$ cat src/rtl/ram512_arbiter.sv
// ram512_arbiter: round-robin two-master sequencer in front of one 512x16 ram512.
// Define RAM512_ARB_CLEAR_EN to sweep CLEAR_VALUE through the whole memory after reset.
module ram512_arbiter #(
  parameter int                ADDR_W      = 9,
  parameter int                DATA_W      = 16,
  parameter logic [DATA_W-1:0] CLEAR_VALUE = '0
) (
  input  logic              clk,
  input  logic              reset,
  input  logic              req0,
  input  logic              we0,
  input  logic [ADDR_W-1:0] addr0,
  input  logic [DATA_W-1:0] wdata0,
  output logic              ack0,
  input  logic              req1,
  input  logic              we1,
  input  logic [ADDR_W-1:0] addr1,
  input  logic [DATA_W-1:0] wdata1,
  output logic              ack1,
  output logic [DATA_W-1:0] rdata,
  output logic              busy,
  output logic [DATA_W-1:0] mem_in,
  output logic [ADDR_W-1:0] mem_address,
  output logic              mem_load,
  input  logic [DATA_W-1:0] mem_out
);

  typedef struct packed {
    logic              own;
    logic              we;
    logic [ADDR_W-1:0] addr;
    logic [DATA_W-1:0] wdata;
  } acc_t;

`ifdef RAM512_ARB_CLEAR_EN
  typedef enum logic [1:0] {IDLE, ACCESS, DONE, CLEAR} state_t;
  localparam state_t RST_ST = CLEAR;
`else
  typedef enum logic [1:0] {IDLE, ACCESS, DONE} state_t;
  localparam state_t RST_ST = IDLE;
`endif

  state_t            state, nxt;
  acc_t              cur_q, pick;
  logic              last_grant;
  logic              grant;
  logic [DATA_W-1:0] rdata_q;

`ifdef RAM512_ARB_CLEAR_EN
  logic [ADDR_W:0] cnt, cnt_nx;
  logic            clr_done;

  assign cnt_nx   = cnt + 1'b1;
  // The increment carries out of the address field as the last word is written.
  assign clr_done = cnt_nx[ADDR_W];

  always_ff @(posedge clk) begin
    if (reset)                cnt <= '0;
    else if (state == CLEAR)  cnt <= cnt_nx;
  end
`endif

  // Round robin: on a tie the requester that did not win last time goes next.
  always_comb begin
    pick       = '0;
    pick.own   = (req0 & req1) ? ~last_grant : req1;
    pick.we    = pick.own ? we1    : we0;
    pick.addr  = pick.own ? addr1  : addr0;
    pick.wdata = pick.own ? wdata1 : wdata0;
  end

  assign grant = (state == IDLE) & (req0 | req1);

  always_ff @(posedge clk) begin
    if (reset) state <= RST_ST;
    else       state <= nxt;
  end

  always_comb begin
    nxt = state;
    case (state)
      IDLE:   if (req0 | req1) nxt = ACCESS;
      ACCESS: nxt = DONE;
      DONE:   nxt = IDLE;
`ifdef RAM512_ARB_CLEAR_EN
      CLEAR:  if (clr_done) nxt = IDLE;
`endif
      default: nxt = IDLE;
    endcase
  end

  always_ff @(posedge clk) begin
    if (reset) begin
      cur_q      <= '0;
      last_grant <= 1'b1;
      rdata_q    <= '0;
    end else begin
      if (grant) begin
        cur_q      <= pick;
        last_grant <= pick.own;
      end
      // On a write this captures the pre-write contents.
      if (state == ACCESS) rdata_q <= mem_out;
    end
  end

  // Writes are gated by reset so an abandoned ACCESS never reaches the memory.
  always_comb begin
    ack0        = 1'b0;
    ack1        = 1'b0;
    busy        = 1'b0;
    mem_address = cur_q.addr;
    mem_in      = cur_q.wdata;
    mem_load    = 1'b0;
    case (state)
      ACCESS: mem_load = cur_q.we & ~reset;
      DONE: begin
        ack0 = ~cur_q.own;
        ack1 =  cur_q.own;
      end
`ifdef RAM512_ARB_CLEAR_EN
      CLEAR: begin
        busy        = 1'b1;
        mem_address = cnt[ADDR_W-1:0];
        mem_in      = CLEAR_VALUE;
        mem_load    = ~reset;
      end
`endif
      default: ;
    endcase
  end

  assign rdata = rdata_q;

endmodule

$ cat config.mk
export PLATFORM = sky130hd
export DESIGN_NAME = ram512_arbiter
export DESIGN_NICKNAME = d
export VERILOG_FILES = /design/src/rtl/ram512_arbiter.sv
export SDC_FILE = /design/constraint.sdc
export NUM_CORES = 1
export LEC_CHECK = 0
export BUFFER_PORTS_ARGS = -buffer_cell sky130_fd_sc_hd__buf_2
export CORE_UTILIZATION = 35
export DETAILED_ROUTE_END_ITERATION = 10
export SKIP_CTS_REPAIR_TIMING = 1
export SLEW_MARGIN = 20
export SYNTH_ARGS = -nofsm -noshare
export SYNTH_HDL_FRONTEND = slang
export SYNTH_SLANG_ARGS = --single-unit
$ cat constraint.sdc
create_clock -name clk -period 2.6 [get_ports clk]
set_input_delay 0.39 -clock clk [delete_from_list [all_inputs] [get_ports clk]]
set_output_delay 0.39 -clock clk [all_outputs]
set_load 0.01 [all_outputs]
==> run summary <==
The power per cell area came out at 606 mW/mm^2. The worst-case IR drop observed on VDD is 0.000287 V. For this block, the via count after detailed routing is 2,016.

The run gives 3.60 mm as the final HPWL from detailed placement. The switching fraction of total power is 30.0%. sky130_fd_sc_hd__dfxtp_1 takes more of the synthesized area than any other cell. Launching element type of the critical path: a register. From bottom edge to top edge, the die measures 82.0 um. The final number of hold-violating endpoints came out at 0. The startpoint identified for the worst register-to-register timing path is state[1].

The count of max-cap constraint violations came out at 0. Routability-driven placement finished with a final weighted congestion of 0.746. Global routing finished with a remaining overflow of 0.

The critical-path maximum fanout was 17; the post-synthesis to final-layout area growth was 21.9%. Area of combinational cells with multiple inputs: 0.00100 sq mm. The starting utilization of the core area is 37.0%, and the post-detailed-route via-to-cell ratio is 4.79.

The tools report the net count of the finished layout as 417. The top cell types in the final layout, fill and taps aside, are sky130_fd_sc_hd__buf_2, sky130_fd_sc_hd__nand2_1, sky130_fd_sc_hd__dfxtp_1. The logs give 0 for the synthesis warning total and 0 for the total of endpoints with negative setup slack in the final report. Across every metal layer, demand over resource in global routing totals 16.5%.

The logs give 21 for the number of library cell types mapped by synthesis and 0.00673 sq mm for the full die area. The worst path uses 68.8% of the clock period. The sequential element share of the synthesized area is 41.1%. In this run, CTS created clock tree buffers numbering 5. The critical setup path kind was register to output port. In this run the standard cell core region covers 0.00606 sq mm. The via count of the first global-routing pass is 1,854. The mean post-synth cell area came out at 8.43 sq um. The timing startpoint of the critical path is state[1]. Entering global routing, the biggest net connects 46 pins.

The end point of the critical path is mem_load. Of the total power, registers draw 48.9%. The clock passes through at most 2 buffers. For the number of cells produced by synthesis, the log shows 266. Number of core rows: 28. The clock reaches the later pin of the worst-skew pair after 0.29 ns.

The tools report the first-pass iteration count of the detailed router as 5. Of the post-synthesis cell area, the dominant cell type holds 41.1%. The normalized max-slew margin came out at 60.5%.

The flow ran to the end, and the final reports show no timing, DRC or antenna violations. For the number of DRC markers in iteration 0, the log shows 78. Setup repair after global routing left no endpoint under its margin.

The worst hold path begins at reset. The path category of the worst min-delay check was primary input to register. The worst register-to-register path ends at mem_address[0]. The share of power burned in the clock network is 27.2%. Total power for the finished layout comes to 1.66 mW.

The count of final max-slew check failures is 0. Combinational logic is responsible for 23.9% of the overall power. The analysis attributes to net switching a power of 0.496 mW.

The logs give 616 for the count of filler cells inserted in the layout and 2 for the number of H-tree branching levels. The final setup skew was 0.00375 ns. The count of input and output buffers was 115; the data arrival at the endpoint of the critical path was 1.40 ns.

TritonCTS built the clock tree. Derived from the worst setup path, the maximum achievable clock frequency is 0.559 GHz. The post-route netlist has 44.2% of its cells at a drive strength greater than 1.

For the pin with the worst max-slew slack, the measured transition is 0.593 ns. The first-pass GRT wire length was 8.45 mm; the required time reported for the critical path endpoint was 2.21 ns. The die is 82.0 um wide. The logs give 1.27 nW for the leakage power and 46 for the sink count of the clock tree. Counting flops and latches in the post-synthesis netlist gives 46. The number of nets produced by synthesis is 338. For the antenna violation net count after detailed routing, the log shows 0. 0 antenna diodes ended up in the layout.

Internal power comes to 1.16 mW. Adding up every negative setup slack in the final design gives 0 ns. The routed design could run at a clock period as short as 1.79 ns. The worst setup path is captured at an output port. Summed over all layers, the routed wires come to 5.36 mm.

Leaving out fill and tap cells, the most frequent cell in the layout is sky130_fd_sc_hd__buf_2. Dividing the detail-routed wire length by the instance count gives 12.7 um. The number of antenna violations at the first check in global routing was 0; the worst reg2reg path depth was 3. 117 I/O pins were placed.

After clock tree synthesis, the clock-pin slew on the worst setup and hold paths is 0.09 ns. The cell at the root of the clock tree was sky130_fd_sc_hd__clkbuf_8. For the setup slack on the worst flop-to-flop path, the log shows 1.07 ns. The cell area that synthesis handed to floorplanning was 0.00224 sq mm. Area used by sequential logic in the layout: 921 sq um. After detailed routing, the number of remaining DRC violations is 0.

By area the synthesized netlist is led by sky130_fd_sc_hd__dfxtp_1, sky130_fd_sc_hd__nand2_1, sky130_fd_sc_hd__a311oi_2.
cell families (layout without fill, tap and decap cells):
kind of cell	Yosys count	in the layout	synth area share (%)
AND/OR/NAND/NOR	97	97	17.5
AO/OA/AOI/OAI	73	73	26.9
buffers and inverters	49	129	14.3
flip-flops	46	46	41.1
other	1	1	0.167
metrics by stage:
| step | hold slack, ns | instance area [sq um] | std cells | utilization, % | worst slack [ns] |
|---|---|---|---|---|---|
| floorplan | 0.481 | 2240 | 266 | - | 1.19 |
| global route | 0.288 | 2730 | 421 | 45.1 | 0.673 |
| finish | 0.294 | 2730 | 421 | 45.1 | 0.811 |
| detailed placement | 0.445 | 2640 | 413 | 43.5 | 0.996 |
| global placement | 0.439 | 2640 | 413 | 43.5 | 1.05 |
| CTS | 0.283 | 2730 | 421 | 45.1 | 0.785 |
how the worst min path moves through the flow:
stage,end,slack [ns],depth (start not counted)
after global routing,state[1],0.29,2
after CTS,state[1],0.28,2
after detailed placement,rdata[6],0.45,2
final,state[1],0.29,2
after floorplan,rdata[0],0.48,2
after global placement,rdata[6],0.44,2
cell usage after synthesis, drive strengths merged:
master	count
a21bo	2
a21boi	1
a21oi	43
a221o	1
a311oi	26
and2	2
and3b	1
buf	38
clkbuf	11
conb	1
dfxtp	46
nand2	86
nand2b	1
nor2	2
nor2b	3
nor3b	1
or2	1
flip-flops by register name, indices dropped and copies added (netlist names):
register / flops
cur_q: 2
last_grant: 1
mem_address: 9
mem_in: 16
rdata: 16
state: 2
cell type report:
| type | instances | area share (%) |
|---|---|---|
| Clock buffer | 6 | 3.02 |
| Clock inverter | 2 | 0.458 |
| Multi-Input combinational cell | 171 | 36.7 |
| Sequential cell | 46 | 33.7 |
| Tap cell | 75 | 3.43 |
| Timing Repair Buffer | 121 | 22.7 |
worst max-delay path, stage by stage, from the launching register on:
cell,delay (ns)
sky130_fd_sc_hd__dfxtp_1,0.39
sky130_fd_sc_hd__nand2b_1,0.12
sky130_fd_sc_hd__buf_4,0.21
sky130_fd_sc_hd__nor2_1,0.08
sky130_fd_sc_hd__and2_1,0.16
sky130_fd_sc_hd__buf_2,0.13
layer usage:
metal,global-route usage [%],vias up,part of all wire [%]
li1,-,1037,-
met1,19.9,884,46
met2,28.2,90,45
met3,4.67,5,8.9
met4,5.26,0,0.84
met5,0,-,0
power by group through the flow:
stage / registers (mW) / clock network (mW) / logic (mW)
floorplan: 0.825 / 0 / 0.318
global placement: 0.826 / 0 / 0.400
detailed placement: 0.825 / 0 / 0.403
CTS: 0.810 / 0.474 / 0.403
global route: 0.819 / 0.505 / 0.443
finish: 0.809 / 0.451 / 0.396
Power figures use the tool's default switching activity.
